### config.mk
export PLATFORM = sky130hd
export DESIGN_NAME = nbit_mult_sequencer
export DESIGN_NICKNAME = d
export VERILOG_FILES = /design/src/rtl/nbit_mult_sequencer.sv
export SDC_FILE = /design/constraint.sdc
export NUM_CORES = 1
export LEC_CHECK = 0
export BUFFER_PORTS_ARGS = -buffer_cell sky130_fd_sc_hd__buf_2
export CORE_MARGIN = 2
export CORE_UTILIZATION = 59
export CTS_CLUSTER_SIZE = 28
export DETAILED_ROUTE_END_ITERATION = 10
export HOLD_SLACK_MARGIN = 0.08
export PLACE_DENSITY = 0.84
export RECOVER_POWER = 50
export REMOVE_ABC_BUFFERS = 1
export SETUP_SLACK_MARGIN = 0.15
export SYNTH_ARGS = -nofsm -noshare
export SYNTH_HDL_FRONTEND = slang
export SYNTH_SLANG_ARGS = --single-unit
### constraint.sdc
create_clock -name clk -period 5.7 [get_ports clk]
set_input_delay 1.14 -clock clk [delete_from_list [all_inputs] [get_ports clk]]
set_output_delay 1.14 -clock clk [all_outputs]
set_load 0.02 [all_outputs]
### src/rtl/nbit_mult_sequencer.sv
// Sequential N-bit unsigned multiplier: one row of carry-save cells reused once per multiplier bit.
// Optional early termination on all-zero remaining multiplier bits: define MULT_SEQ_SKIP_ZERO_EN.
module nbit_mult_sequencer #(
  parameter int N = 8
) (
  input  logic             clk,
  input  logic             reset,
  input  logic             start,
  input  logic [N-1:0]     inputM,
  input  logic [N-1:0]     inputQ,
  output logic             busy,
  output logic             done,
  output logic [2*N-1:0]   product
);

  localparam int CW = $clog2(N + 1);

  typedef enum logic [1:0] {
    IDLE = 2'd0,
    ADD  = 2'd1,
    DONE = 2'd2
  } state_t;

  state_t           state_q, state_d;
  logic [N-1:0]     m_q, m_d;
  logic [N-1:0]     a_q, a_d;
  logic [N-1:0]     q_q, q_d;
  logic [CW-1:0]    count_q, count_d;
  logic [2*N-1:0]   product_q, product_d;

  // Cell row: each position adds the gated multiplicand bit into the accumulator with a rippled carry.
  logic [N:0]       carry_c;
  logic [N-1:0]     sum_c;
  logic [N-1:0]     a_nxt, q_nxt;

  assign carry_c[0] = 1'b0;

  for (genvar i = 0; i < N; i++) begin : g_cell
    logic pp;
    assign pp           = m_q[i] & q_q[0];
    assign sum_c[i]     = a_q[i] ^ pp ^ carry_c[i];
    assign carry_c[i+1] = (a_q[i] & pp) | (a_q[i] & carry_c[i]) | (pp & carry_c[i]);
  end

  assign a_nxt = {carry_c[N], sum_c[N-1:1]};
  assign q_nxt = {sum_c[0], q_q[N-1:1]};

`ifdef MULT_SEQ_SKIP_ZERO_EN
  // Low N-count bits of the shift register are the multiplier bits not yet consumed.
  logic [N-1:0] rem_mask;
  logic         rem_zero;
  assign rem_mask = {N{1'b1}} >> count_q;
  assign rem_zero = ((q_q & rem_mask) == '0);
`endif

  always_comb begin
    state_d   = state_q;
    m_d       = m_q;
    a_d       = a_q;
    q_d       = q_q;
    count_d   = count_q;
    product_d = product_q;
    case (state_q)
      IDLE: begin
        if (start) begin
          m_d     = inputM;
          q_d     = inputQ;
          a_d     = '0;
          count_d = '0;
          state_d = ADD;
        end
      end
      ADD: begin
`ifdef MULT_SEQ_SKIP_ZERO_EN
        if (rem_zero) begin
          product_d = {a_q, q_q} >> (N - int'(count_q));
          state_d   = DONE;
        end else begin
          a_d     = a_nxt;
          q_d     = q_nxt;
          count_d = count_q + CW'(1);
          if (count_q == CW'(N - 1)) begin
            product_d = {a_nxt, q_nxt};
            state_d   = DONE;
          end
        end
`else
        a_d     = a_nxt;
        q_d     = q_nxt;
        count_d = count_q + CW'(1);
        if (count_q == CW'(N - 1)) begin
          product_d = {a_nxt, q_nxt};
          state_d   = DONE;
        end
`endif
      end
      DONE: begin
        state_d = IDLE;
      end
      default: begin
        state_d = IDLE;
      end
    endcase
  end

  always_ff @(posedge clk or posedge reset) begin
    if (reset) begin
      state_q   <= IDLE;
      m_q       <= '0;
      a_q       <= '0;
      q_q       <= '0;
      count_q   <= '0;
      product_q <= '0;
    end else begin
      state_q   <= state_d;
      m_q       <= m_d;
      a_q       <= a_d;
      q_q       <= q_d;
      count_q   <= count_d;
      product_q <= product_d;
    end
  end

  assign busy    = (state_q == ADD);
  assign done    = (state_q == DONE);
  assign product = product_q;

endmodule

==> results of run 1 <==
## cells by family after synthesis
group                      count (synthesis)  share of synthesized area [%]
and+or+nand+nor                           69                           15.0
DFF                                       46                           55.5
buffers and inverters                     27                           6.15
AOI/OAI and AO/OA                         22                           6.33
muxes                                     17                           9.10
adders and majority gates                  9                           7.96
## cell usage in the layout (no fill, tap or decap), types with 8 or more instances in the layout
cell / synthesis / layout
buf_2: 2 / 35
o21ai_0: 9 / 9
mux2i_1: 8 / 8
nor2_1: 14 / 14
inv_1: 17 / 16
nand2_1: 37 / 37
nand3_1: 10 / 10
dfrtp_1: 46 / 46
## registers in the layout, summed over array words and instances (netlist names)
name	count
product	16
a_q	8
m_q	8
q_q	8
state_q	2
count_q	4
## per-layer routing
layer,track usage [%],up-vias,routed length (um)
met4,5.98,0,45
met1,26.7,729,1660
met2,35.0,27,1800
li1,-,692,-
met5,0,-,0
met3,6.25,5,166
## report_power, final
part           leakage (nW)  internal, mW  total [mW]  switching (mW)
logic                 0.510         0.249       0.617           0.367
clock network        0.0353        0.0599       0.159          0.0992
registers             0.550         0.484       0.584           0.101
## worst register-to-register path: cells and delay by family (launching register included)
kind                     cells  cell delay [ns]
AO/OA/AOI/OAI                1             0.09
adder cells (fa/ha/maj)      8             2.71
buffers and inverters        3             0.17
flip-flops                   1             0.49
AND/OR/NAND/NOR              1             0.17
## final timing paths
path / start / end / cells after the start
max in group asynchronous: reset / product[4] / 3
min reg2reg: m_q[0] / m_q[0] / 2
max reg2reg: q_q[0] / a_q[6] / 13
min: m_q[0] / m_q[0] / 2
max: q_q[0] / a_q[6] / 13
min in group asynchronous: reset / product[1] / 3
## stage by stage
stage	area (sq um)	cells	utilization [%]	total power [mW]
after floorplan	2020	181	-	1.02
after global placement	2260	264	67.2	1.18
after detailed placement	2260	264	67.2	1.22
after CTS	2320	272	69.0	1.38
after global routing	2320	272	68.9	1.49
final	2320	272	68.9	1.36
## area by class of cell
| class | instances | area, sq um |
|---|---|---|
| timing repair buffer | 37 | 183 |
| fill | 278 | 1050 |
| inverter | 18 | 67.6 |
| multi-input combinational | 117 | 797 |
| clock buffer | 7 | 55.1 |
| sequential | 46 | 1150 |
| clock inverter | 1 | 5.00 |
| tap | 46 | 57.6 |
==> impl_metrics.xml, run 1 <==
<?xml version="1.0" encoding="UTF-8"?>
<metrics>
  <group name="setup_path">
    <metric name="path_buf_inv" unit="">3</metric>
    <metric name="endpoint_kind" unit="">flop</metric>
    <metric name="critical_path_cell_by_cell" unit="">and2_1 &gt; ha_1 &gt; inv_1 &gt; fa_1 &gt; inv_1 &gt; fa_1 &gt; inv_1 &gt; fa_1 &gt; fa_1 &gt; fa_1 &gt; fa_1 &gt; fa_1 &gt; o21ai_0</metric>
    <metric name="critPathRequiredTime" unit="ns">5.91</metric>
    <metric name="path_common_cell" unit="">fa_1</metric>
    <metric name="worstPathArrival" unit="ns">3.97</metric>
    <metric name="cp_top_family" unit="">adder cells</metric>
    <metric name="critPathLaunchType" unit="">flop</metric>
    <metric name="cell_type_of_the_slowest_stage_on_the_worst_timing_path" unit="">fa_1</metric>
    <metric name="worst_setup_slack_for_register_to_register_paths" unit="ns">1.94</metric>
    <metric name="timing_worst_setup_path_type" unit="">reg -&gt; reg</metric>
    <metric name="critPathMaxStageDelay" unit="ns">0.51</metric>
    <metric name="critical_path_peak_fanout" unit="">9</metric>
  </group>
  <group name="yosys">
    <metric name="ys_seq_elements" unit="">46</metric>
    <metric name="yosys-top-cells-area" unit="">dfrtp_1 (55%), fa_1 (6.8%), nand2_1 (6.7%)</metric>
    <metric name="part_of_the_yosys_area_used_for_sequential_elements" unit="%">55.5</metric>
    <metric name="synthDistinctLibCells" unit="">29</metric>
    <metric name="ys_top_cells_by_count" unit="">dfrtp_1 (46), nand2_1 (37), inv_1 (17), nor2_1 (14), nand3_1 (10)</metric>
    <metric name="synth_top_cell_area_share" unit="%">55.5</metric>
    <metric name="synth-edff-count" unit="">0</metric>
    <metric name="netlist_instances" unit="">190</metric>
    <metric name="synth.avg_cell_area" unit="sq um">10.9</metric>
    <metric name="synth_area_leader_cell" unit="">dfrtp_1</metric>
    <metric name="yosysMostFrequentCell" unit="">dfrtp_1</metric>
    <metric name="asyncSetResetFlopFracSynth" unit="%">100</metric>
    <metric name="synth_top_flop_cell" unit="">dfrtp_1</metric>
    <metric name="yosysWarningCount" unit="">0</metric>
    <metric name="netlist_area" unit="sq um">2080</metric>
  </group>
  <group name="sta">
    <metric name="worst_hold_check_slack" unit="ns">0.498</metric>
    <metric name="worst_slew_margin_rel" unit="%">-55.7</metric>
    <metric name="finalHoldViolCount" unit="">0</metric>
    <metric name="clock-skew-final" unit="ns">0.00767</metric>
    <metric name="timing.final.crit_period" unit="ns">3.76</metric>
    <metric name="finalWorstSetupSlack" unit="ns">1.94</metric>
    <metric name="timing_max_transition_violations_final" unit="">47</metric>
    <metric name="finalSetupTns" unit="ns">0</metric>
    <metric name="finalCritPeriodShare" unit="%">66.0</metric>
    <metric name="finalSetupViolations" unit="">0</metric>
    <metric name="grt_setup_unrepaired" unit="">false</metric>
    <metric name="tightest_slew" unit="ns">2.33</metric>
    <metric name="max_clock_freq" unit="GHz">0.266</metric>
  </group>
  <group name="detailed_routing">
    <metric name="post_drt_via_cell_ratio" unit="">5.34</metric>
    <metric name="drcViolationCount" unit="">0</metric>
    <metric name="routedWlPerCell" unit="um">13.5</metric>
    <metric name="antenna_violating_nets_post_route" unit="">0</metric>
    <metric name="drt_first_iter_violations" unit="">57</metric>
    <metric name="routed_wirelength" unit="mm">3.67</metric>
    <metric name="vias" unit="">1453</metric>
    <metric name="drt_pass1_iterations" unit="">4</metric>
  </group>
  <group name="place">
    <metric name="port_buffer_cells" unit="">36</metric>
    <metric name="gp_congestion" unit="">0.790</metric>
    <metric name="detailedPlace.worstSlack" unit="ns">1.92</metric>
    <metric name="place.detailed.hpwl" unit="mm">2.61</metric>
  </group>
  <group name="final_layout">
    <metric name="syn_to_final_growth" unit="%">11.6</metric>
    <metric name="layout.nets" unit="">253</metric>
    <metric name="antenna-diode-count" unit="">0</metric>
    <metric name="final_layout_size_suffix_gt1_share" unit="%">23.9</metric>
  </group>
  <group name="clock_network">
    <metric name="clk_root_buffer_cell" unit="">clkbuf_4</metric>
    <metric name="cts_buffer_depth" unit="">2</metric>
    <metric name="cts.repair.resized" unit="">0</metric>
    <metric name="cts.clk_slew.worst_paths" unit="ns">0.13</metric>
    <metric name="cts_tree" unit="">yes</metric>
    <metric name="cts.htree.levels" unit="">2</metric>
    <metric name="hold_buffer_count_at_cts" unit="">0</metric>
    <metric name="num_cts_buffers" unit="">5</metric>
    <metric name="clock_sink_count" unit="">46</metric>
    <metric name="post-cts-setup-buffer-count" unit="">0</metric>
    <metric name="worstSkewPairLatency" unit="ns">0.36</metric>
  </group>
  <group name="global_routing">
    <metric name="pin_count_of_the_biggest_net_entering_global_routing" unit="">47</metric>
    <metric name="grt.overflow.total" unit="">0</metric>
    <metric name="first_global_vias" unit="">1422</metric>
    <metric name="initial_antenna_violation_count" unit="">0</metric>
    <metric name="wire_length_of_the_first_global_routing_pass" unit="mm">6.36</metric>
    <metric name="globalRouteTotalUtil" unit="%">20.9</metric>
  </group>
  <group name="floorplanning">
    <metric name="chipHeight" unit="um">63.3</metric>
    <metric name="initial_utilization" unit="%">61.7</metric>
    <metric name="die_width" unit="um">63.3</metric>
    <metric name="coreArea" unit="sq um">3360</metric>
    <metric name="pin_count" unit="">37</metric>
    <metric name="fp.dieArea" unit="sq um">4010</metric>
    <metric name="rows" unit="">21</metric>
  </group>
  <group name="min_path">
    <metric name="hold_path.class" unit="">reg -&gt; reg</metric>
  </group>
  <group name="power">
    <metric name="cellLeakagePower" unit="nW">1.10</metric>
    <metric name="vdd_drop_max" unit="mV">0.322</metric>
    <metric name="areal_power_density_over_the_cells" unit="nW/um^2">587</metric>
  </group>
  <group name="outcome">
    <metric name="run_status" unit="">finished, violations left</metric>
    <metric name="failing_checks" unit="">max-capacitance violations, max-slew violations</metric>
  </group>
  <group name="flow_run">
    <metric name="cap_violations" unit="">1</metric>
  </group>
</metrics>
Note: power is estimated with default switching activity, not from simulation.
==> run 2, diff against run 1 <==
--- a/config.mk
+++ b/config.mk
@@ -5,13 +5,14 @@
 export SDC_FILE = /design/constraint.sdc
 export NUM_CORES = 1
 export LEC_CHECK = 0
+export ABC_AREA = 1
 export BUFFER_PORTS_ARGS = -buffer_cell sky130_fd_sc_hd__buf_2
 export CORE_MARGIN = 2
-export CORE_UTILIZATION = 59
+export CORE_UTILIZATION = 50
 export CTS_CLUSTER_SIZE = 28
 export DETAILED_ROUTE_END_ITERATION = 10
 export HOLD_SLACK_MARGIN = 0.08
-export PLACE_DENSITY = 0.84
+export PLACE_DENSITY = 0.75
 export RECOVER_POWER = 50
 export REMOVE_ABC_BUFFERS = 1
 export SETUP_SLACK_MARGIN = 0.15
==> constraint.sdc (replaced) <==
create_clock -name clk -period 3.3 [get_ports clk]
set_input_delay 0.66 -clock clk [delete_from_list [all_inputs] [get_ports clk]]
set_output_delay 0.66 -clock clk [all_outputs]
set_load 0.02 [all_outputs]
==> run 2 against run 1 <==
Against the previous run: the flow finishes with violations (negative setup slack); maximum frequency up 11%; non-clock buffer count up 3; worst setup slack got worse by 2.0 ns; clock power up 120%; worst hold slack got worse by 0.11 ns; global-route usage is 1.3 points lower; area after synthesis rose by 4.1%; sequential share of layout area shrank 3.2 points; clock-buffer cell count is the same; utilization is 8.3 points lower; largest cell class unchanged.
==> impl_metrics.xml, run 2 <==
<?xml version="1.0" encoding="UTF-8"?>
<metrics>
  <group name="outcome">
    <metric name="run_status" unit="">finished, violations left</metric>
    <metric name="failing_checks" unit="">negative setup slack</metric>
  </group>
  <group name="detailed_routing">
    <metric name="post_drt_via_cell_ratio" unit="">4.98</metric>
    <metric name="drt_first_iter_violations" unit="">105</metric>
    <metric name="routed_wirelength" unit="mm">4.21</metric>
    <metric name="routedWlPerCell" unit="um">12.2</metric>
    <metric name="drcViolationCount" unit="">0</metric>
    <metric name="vias" unit="">1713</metric>
    <metric name="antenna_violating_nets_post_route" unit="">0</metric>
    <metric name="drt_pass1_iterations" unit="">4</metric>
  </group>
  <group name="sta">
    <metric name="finalHoldViolCount" unit="">0</metric>
    <metric name="clock-skew-final" unit="ns">0.00582</metric>
    <metric name="finalSetupViolations" unit="">2</metric>
    <metric name="timing_max_transition_violations_final" unit="">0</metric>
    <metric name="max_clock_freq" unit="GHz">0.295</metric>
    <metric name="worst_slew_margin_rel" unit="%">9.77</metric>
    <metric name="finalSetupTns" unit="ns">-0.121</metric>
    <metric name="tightest_slew" unit="ns">1.35</metric>
    <metric name="worst_hold_check_slack" unit="ns">0.385</metric>
    <metric name="timing.final.crit_period" unit="ns">3.39</metric>
    <metric name="grt_setup_unrepaired" unit="">true</metric>
    <metric name="finalCritPeriodShare" unit="%">103</metric>
    <metric name="finalWorstSetupSlack" unit="ns">-0.0862</metric>
  </group>
  <group name="final_layout">
    <metric name="n_fill_cell" unit="">388</metric>
    <metric name="layout.nets" unit="">321</metric>
    <metric name="layout_commonest_cell" unit="">nand2_1</metric>
    <metric name="most-common-layout-cells" unit="">nand2_1 (127), dfrtp_1 (46), buf_2 (30), nand3_1 (20), inv_1 (16)</metric>
    <metric name="final_layout_size_suffix_gt1_share" unit="%">19.7</metric>
    <metric name="largest_register_ffs" unit="">16</metric>
    <metric name="antenna-diode-count" unit="">0</metric>
    <metric name="syn_to_final_growth" unit="%">14.6</metric>
  </group>
  <group name="setup_path">
    <metric name="setup.worst_path.end" unit="">product[14]</metric>
    <metric name="critical_path_peak_fanout" unit="">2</metric>
    <metric name="regToRegEndpoint" unit="">product[14]</metric>
    <metric name="timing_worst_setup_path_type" unit="">reg -&gt; reg</metric>
    <metric name="endpoint_kind" unit="">flop</metric>
    <metric name="worst_setup_slack_for_register_to_register_paths" unit="ns">-0.09</metric>
    <metric name="r2r_cells" unit="">16</metric>
    <metric name="r2r-start" unit="">m_q[0]</metric>
    <metric name="critPathLaunchType" unit="">flop</metric>
    <metric name="critPathRequiredTime" unit="ns">3.49</metric>
    <metric name="worstPathArrival" unit="ns">3.58</metric>
    <metric name="critical_path.startpoint" unit="">m_q[0]</metric>
  </group>
  <group name="yosys">
    <metric name="synth_area_leader_cell" unit="">dfrtp_1</metric>
    <metric name="yosys-top-cells-area" unit="">dfrtp_1 (53%), nand2_1 (22%), fa_1 (6.5%)</metric>
    <metric name="part_of_the_yosys_area_used_for_sequential_elements" unit="%">53.3</metric>
    <metric name="yosysWarningCount" unit="">0</metric>
    <metric name="netlist_instances" unit="">254</metric>
    <metric name="ys_seq_elements" unit="">46</metric>
    <metric name="post_synth_mux_area_share" unit="%">0</metric>
    <metric name="synth-compound-area-share" unit="%">2.78</metric>
    <metric name="synth.avg_cell_area" unit="sq um">8.51</metric>
    <metric name="synth-edff-count" unit="">0</metric>
    <metric name="ys_top_cells_by_count" unit="">nand2_1 (127), dfrtp_1 (46), inv_1 (20), nand3_1 (20), o21ai_0 (10)</metric>
    <metric name="yosys.area_share.xor_xnor" unit="%">0</metric>
    <metric name="synth_simple_gate_area_share" unit="%">29.6</metric>
    <metric name="synthDistinctLibCells" unit="">21</metric>
    <metric name="yosysMostFrequentCell" unit="">nand2_1</metric>
    <metric name="synth_top_family_by_area" unit="">simple AND/OR/NAND/NOR gates</metric>
    <metric name="synth_top_cell_area_share" unit="%">53.3</metric>
    <metric name="asyncSetResetFlopFracSynth" unit="%">100</metric>
    <metric name="netlist_area" unit="sq um">2160</metric>
    <metric name="post_synth_fa_ha_maj_area_fraction" unit="%">7.64</metric>
    <metric name="synth_top_flop_cell" unit="">dfrtp_1</metric>
  </group>
  <group name="clock_network">
    <metric name="cts.clk_slew.worst_paths" unit="ns">0.08</metric>
    <metric name="worstSkewPairLatency" unit="ns">0.30</metric>
    <metric name="cts.htree.levels" unit="">2</metric>
    <metric name="clk_root_buffer_cell" unit="">clkbuf_8</metric>
    <metric name="cts_buffer_depth" unit="">2</metric>
    <metric name="clock_sink_count" unit="">46</metric>
    <metric name="num_cts_buffers" unit="">5</metric>
    <metric name="cts_tree" unit="">yes</metric>
    <metric name="post-cts-setup-buffer-count" unit="">0</metric>
    <metric name="hold_buffer_count_at_cts" unit="">0</metric>
  </group>
  <group name="global_routing">
    <metric name="wire_length_of_the_first_global_routing_pass" unit="mm">7.56</metric>
    <metric name="globalRouteTotalUtil" unit="%">19.6</metric>
    <metric name="initial_antenna_violation_count" unit="">0</metric>
    <metric name="grt.overflow.total" unit="">0</metric>
    <metric name="pin_count_of_the_biggest_net_entering_global_routing" unit="">27</metric>
    <metric name="first_global_vias" unit="">1660</metric>
  </group>
  <group name="floorplanning">
    <metric name="pin_count" unit="">37</metric>
    <metric name="fp.dieArea" unit="sq um">4860</metric>
    <metric name="coreArea" unit="sq um">4090</metric>
    <metric name="die_width" unit="um">69.7</metric>
    <metric name="initial_utilization" unit="%">52.9</metric>
    <metric name="rows" unit="">23</metric>
    <metric name="chipHeight" unit="um">69.7</metric>
  </group>
  <group name="power">
    <metric name="areal_power_density_over_the_cells" unit="nW/um^2">905</metric>
    <metric name="cellLeakagePower" unit="nW">1.35</metric>
    <metric name="vdd_drop_max" unit="mV">0.407</metric>
    <metric name="p_total" unit="mW">2.24</metric>
  </group>
  <group name="place">
    <metric name="gp_congestion" unit="">0.828</metric>
    <metric name="place.detailed.hpwl" unit="mm">2.96</metric>
    <metric name="port_buffer_cells" unit="">36</metric>
  </group>
  <group name="min_path">
    <metric name="hold_path.class" unit="">in -&gt; async</metric>
  </group>
  <group name="flow_run">
    <metric name="cap_violations" unit="">0</metric>
  </group>
</metrics>
==> run 2: cell count changes in the layout (fill, tap and decap cells not counted), sizes merged, moves of 3 or more <==
cell / previous run / this run
nand2: 37 / 130
nand3: 10 / 20
mux2: 9 / 0
nor2: 14 / 5
mux2i: 8 / 0
o22ai: 7 / 0
inv: 16 / 22
clkbuf: 9 / 14
o21ai: 9 / 12
==> run 2: worst min-delay path by stage <==
stage | startpoint | to | slack, ns | cells past startpoint
after floorplan | m_q[6] | m_q[6] | 0.44 | 2
after global placement | product[4] | product[4] | 0.46 | 2
after detailed placement | m_q[5] | m_q[5] | 0.46 | 2
after CTS | reset | product[0] | 0.40 | 2
after global routing | reset | product[0] | 0.42 | 2
final | reset | q_q[2] | 0.38 | 2
==> run 2: layout make-up <==
type,instances,area [sq um],share of cell area (%)
Sequential cell,46,1150,46.5
Multi-Input combinational cell,177,883,35.7
Timing Repair Buffer,40,199,8.03
Inverter,23,88.8,3.59
Clock buffer,7,86.3,3.49
Tap cell,50,62.6,2.53
Clock inverter,1,5.00,0.202
==> run 2: critical path, stage by stage, from the launching register on <==
cell and delay, ns:
dfrtp_1 0.35, nand2_1 0.06, inv_1 0.05, ha_2 0.17, inv_2 0.04, fa_2 0.32
inv_2 0.06, fa_2 0.19, inv_2 0.04, fa_2 0.33, fa_2 0.34, fa_2 0.35
fa_2 0.34, fa_1 0.51, inv_1 0.04, nand2_1 0.05, nand2_1 0.04
==> run 2: logic make-up after synthesis <==
group / count (synthesis)
AND/OR/NAND/NOR: 156
flip-flops: 46
buffers and inverters: 31
AO/OA/AOI/OAI: 12
adder cells (fa/ha/maj): 9
==> run 2: timing repair <==
item	4_1_cts	5_1_grt
endpoints found under the hold margin	0	0
pin swaps	0	1
resized for setup	8	3
setup endpoints to repair	6	5
==> run 2: power breakdown <==
group / total [mW] / internal (mW) / switching, mW
Sequential: 0.963 / 0.801 / 0.161
Combinational: 0.925 / 0.326 / 0.599
Clock: 0.352 / 0.169 / 0.183
Total: 2.24 / 1.30 / 0.943
==> run 2: per-layer routing <==
metal / share of wire, % / GRT usage (%)
met3: 3.8 / 5.67
met1: 46 / 27.3
met5: 0 / 0
met4: 0.90 / 5.13
met2: 50 / 30.6
==> run 2: through the flow <==
step	instance area, sq um	setup WS (ns)	instances	util [%]
5_1_grt	2480	-0.231	344	60.6
3_5_place_dp	2380	-0.257	336	58.2
4_1_cts	2480	-0.0872	344	60.8
3_3_place_gp	2380	-0.191	336	58.2
2_1_floorplan	2110	-0.239	246	-
6_report	2480	-0.0862	344	60.6
==> run 3, diff against run 2 <==
--- a/config.mk
+++ b/config.mk
@@ -8,14 +8,15 @@
 export ABC_AREA = 1
 export BUFFER_PORTS_ARGS = -buffer_cell sky130_fd_sc_hd__buf_2
 export CORE_MARGIN = 2
-export CORE_UTILIZATION = 50
+export CORE_UTILIZATION = 45
 export CTS_CLUSTER_SIZE = 28
 export DETAILED_ROUTE_END_ITERATION = 10
 export HOLD_SLACK_MARGIN = 0.08
-export PLACE_DENSITY = 0.75
+export PLACE_DENSITY = 0.69
 export RECOVER_POWER = 50
 export REMOVE_ABC_BUFFERS = 1
 export SETUP_SLACK_MARGIN = 0.15
+export SLEW_MARGIN = 10
 export SYNTH_ARGS = -nofsm -noshare
 export SYNTH_HDL_FRONTEND = slang
 export SYNTH_SLANG_ARGS = --single-unit
==> constraint.sdc (replaced) <==
create_clock -name clk -period 3.1 [get_ports clk]
set_input_delay 0.62 -clock clk [delete_from_list [all_inputs] [get_ports clk]]
set_output_delay 0.62 -clock clk [all_outputs]
set_load 0.02 [all_outputs]
==> run 3 against run 2 <==
Against the previous run: the flow finishes with violations (max-capacitance violations, max-slew violations, negative setup slack); total power rose by 9.3%; worst setup slack got worse by 0.17 ns; combinational power grew 8%; register-to-register slack got worse by 0.17 ns; critical path type unchanged.
==> impl_metrics.xml, run 3 (synthesized netlist as in run 2, its figures left out) <==
<?xml version="1.0" encoding="UTF-8"?>
<metrics>
  <group name="power">
    <metric name="areal_power_density_over_the_cells" unit="nW/um^2">976</metric>
    <metric name="vdd_drop_max" unit="mV">0.390</metric>
    <metric name="cellLeakagePower" unit="nW">1.37</metric>
  </group>
  <group name="floorplanning">
    <metric name="initial_utilization" unit="%">46.4</metric>
    <metric name="die_width" unit="um">73.3</metric>
    <metric name="pin_count" unit="">37</metric>
    <metric name="fp.dieArea" unit="sq um">5370</metric>
    <metric name="rows" unit="">25</metric>
    <metric name="chipHeight" unit="um">73.3</metric>
    <metric name="coreArea" unit="sq um">4660</metric>
  </group>
  <group name="global_routing">
    <metric name="grt.met1_usage" unit="%">25.7</metric>
    <metric name="initial_antenna_violation_count" unit="">0</metric>
    <metric name="grt_busiest_layer" unit="">met2</metric>
    <metric name="use_met2" unit="%">28.9</metric>
    <metric name="use_met3" unit="%">4.25</metric>
    <metric name="wire_length_of_the_first_global_routing_pass" unit="mm">7.54</metric>
    <metric name="pin_count_of_the_biggest_net_entering_global_routing" unit="">32</metric>
    <metric name="grt.overflow.total" unit="">0</metric>
    <metric name="globalRouteTotalUtil" unit="%">18.5</metric>
    <metric name="first_global_vias" unit="">1614</metric>
  </group>
  <group name="place">
    <metric name="gp_congestion" unit="">0.789</metric>
    <metric name="port_buffer_cells" unit="">36</metric>
    <metric name="dpl_cell_area" unit="sq um">2380</metric>
    <metric name="place.detailed.hpwl" unit="mm">3.00</metric>
  </group>
  <group name="setup_path">
    <metric name="critical_path.startpoint" unit="">m_q[0]</metric>
    <metric name="r2r-start" unit="">m_q[0]</metric>
    <metric name="worst_setup_slack_for_register_to_register_paths" unit="ns">-0.26</metric>
    <metric name="worstPathArrival" unit="ns">3.55</metric>
    <metric name="timing_worst_setup_path_type" unit="">reg -&gt; reg</metric>
    <metric name="endpoint_kind" unit="">flop</metric>
    <metric name="regToRegEndpoint" unit="">product[14]</metric>
    <metric name="critical_path_peak_fanout" unit="">2</metric>
    <metric name="critPathLaunchType" unit="">flop</metric>
    <metric name="critPathRequiredTime" unit="ns">3.29</metric>
    <metric name="r2r_cells" unit="">16</metric>
  </group>
  <group name="clock_network">
    <metric name="worstSkewPairLatency" unit="ns">0.30</metric>
    <metric name="cts_tree" unit="">yes</metric>
    <metric name="cts.htree.levels" unit="">2</metric>
    <metric name="clock_sink_count" unit="">46</metric>
    <metric name="cts.clk_slew.worst_paths" unit="ns">0.08</metric>
    <metric name="num_cts_buffers" unit="">5</metric>
    <metric name="cts_buffer_depth" unit="">2</metric>
    <metric name="clk_root_buffer_cell" unit="">clkbuf_8</metric>
  </group>
  <group name="sta">
    <metric name="timing.final.crit_period" unit="ns">3.36</metric>
    <metric name="max_clock_freq" unit="GHz">0.298</metric>
    <metric name="clock-skew-final" unit="ns">0.00596</metric>
    <metric name="worst_slew_margin_rel" unit="%">-11.7</metric>
    <metric name="timing_max_transition_violations_final" unit="">32</metric>
    <metric name="tightest_slew" unit="ns">1.68</metric>
    <metric name="finalCritPeriodShare" unit="%">108</metric>
    <metric name="finalHoldViolCount" unit="">0</metric>
    <metric name="worst_hold_check_slack" unit="ns">0.294</metric>
    <metric name="finalSetupTns" unit="ns">-0.736</metric>
    <metric name="grt_setup_unrepaired" unit="">true</metric>
    <metric name="finalWorstSetupSlack" unit="ns">-0.260</metric>
    <metric name="finalSetupViolations" unit="">4</metric>
  </group>
  <group name="final_layout">
    <metric name="layout.nets" unit="">322</metric>
    <metric name="syn_to_final_growth" unit="%">16.0</metric>
    <metric name="regArea" unit="sq um">1150</metric>
    <metric name="most-common-layout-cells" unit="">nand2_1 (127), dfrtp_1 (46), buf_2 (30), nand3_1 (20), inv_1 (16)</metric>
    <metric name="largest_register_ffs" unit="">16</metric>
    <metric name="multiInputGateArea" unit="sq um">883</metric>
    <metric name="n_fill_cell" unit="">459</metric>
    <metric name="fin_util" unit="%">53.8</metric>
    <metric name="antenna-diode-count" unit="">0</metric>
    <metric name="layout.cell_area.non_filler" unit="sq um">2510</metric>
    <metric name="final_layout_size_suffix_gt1_share" unit="%">20.3</metric>
    <metric name="layout_commonest_cell" unit="">nand2_1</metric>
  </group>
  <group name="detailed_routing">
    <metric name="routedWlPerCell" unit="um">12.8</metric>
    <metric name="drt_first_iter_violations" unit="">134</metric>
    <metric name="drt_pass1_iterations" unit="">4</metric>
    <metric name="drcViolationCount" unit="">0</metric>
    <metric name="antenna_violating_nets_post_route" unit="">0</metric>
    <metric name="post_drt_via_cell_ratio" unit="">4.85</metric>
    <metric name="routed_wirelength" unit="mm">4.47</metric>
    <metric name="vias" unit="">1691</metric>
  </group>
  <group name="min_path">
    <metric name="hold_path.class" unit="">in -&gt; async</metric>
  </group>
  <group name="outcome">
    <metric name="run_status" unit="">finished, violations left</metric>
    <metric name="failing_checks" unit="">max-capacitance violations, max-slew violations, negative setup slack</metric>
  </group>
  <group name="flow_run">
    <metric name="cap_violations" unit="">1</metric>
  </group>
</metrics>
[run 3: cell types whose count changed in the layout (fill, tap and decap cells not counted), sizes merged]
cell    previous run  this run
buf               33        34
clkbuf            14        15
clkinv             2         1
[run 3: final cells by class]
class | count | area share, %
clock buffers | 8 | 4.39
well taps | 54 | 2.69
multi-input cells | 177 | 35.2
inverters | 23 | 3.54
repair buffers | 41 | 8.23
flip-flops and latches | 46 | 45.9
[run 3: metal layers]
metal  routed length (um)  up-vias
met5                    0        -
met4                   72        0
met3                  245        8
met2                 2100       54
met1                 2050      776
li1                     -      853
[run 3: how the worst max path moves through the flow]
| stage | slack [ns] | cells after the start | to |
|---|---|---|---|
| detailed placement | -0.46 | 16 | product[14] |
| global placement | -0.39 | 16 | product[14] |
| global route | -0.40 | 16 | product[14] |
| CTS | -0.26 | 16 | product[14] |
| finish | -0.26 | 16 | product[14] |
| floorplan | -0.44 | 16 | product[14] |
[run 3: report_power, final]
| group | internal [mW] | total (mW) | switching, mW | leakage [nW] |
|---|---|---|---|---|
| sequential | 0.853 | 1.02 | 0.171 | 0.585 |
| clock | 0.225 | 0.422 | 0.197 | 0.0575 |
| combinational | 0.351 | 1.00 | 0.649 | 0.727 |
[run 3: worst max-delay path, stage by stage, from the launching register on]
cell     delay, ns
dfrtp_1       0.35
nand2_1       0.05
inv_1         0.05
ha_2          0.16
inv_2         0.04
fa_2          0.32
inv_2         0.06
fa_2          0.18
inv_2         0.04
fa_2          0.33
fa_2          0.35
fa_2          0.35
fa_2          0.34
fa_1          0.50
inv_1         0.04
nand2_1       0.05
nand2_1       0.04
[run 3: repair_timing]
action,CTS,global route
pin swaps,1,1
endpoints found under the setup margin,6,6
cloned,0,0
buffers inserted,0,1
gates resized for setup,11,0
hold buffers,0,0
[run 3: through the flow]
| step | worst slack [ns] | cells | total power, mW |
|---|---|---|---|
| 5_1_grt | -0.403 | 349 | 2.66 |
| 2_1_floorplan | -0.439 | 246 | 1.70 |
| 4_1_cts | -0.261 | 348 | 2.47 |
| 3_5_place_dp | -0.456 | 340 | 2.02 |
| 3_3_place_gp | -0.392 | 340 | 2.00 |
| 6_report | -0.260 | 349 | 2.45 |
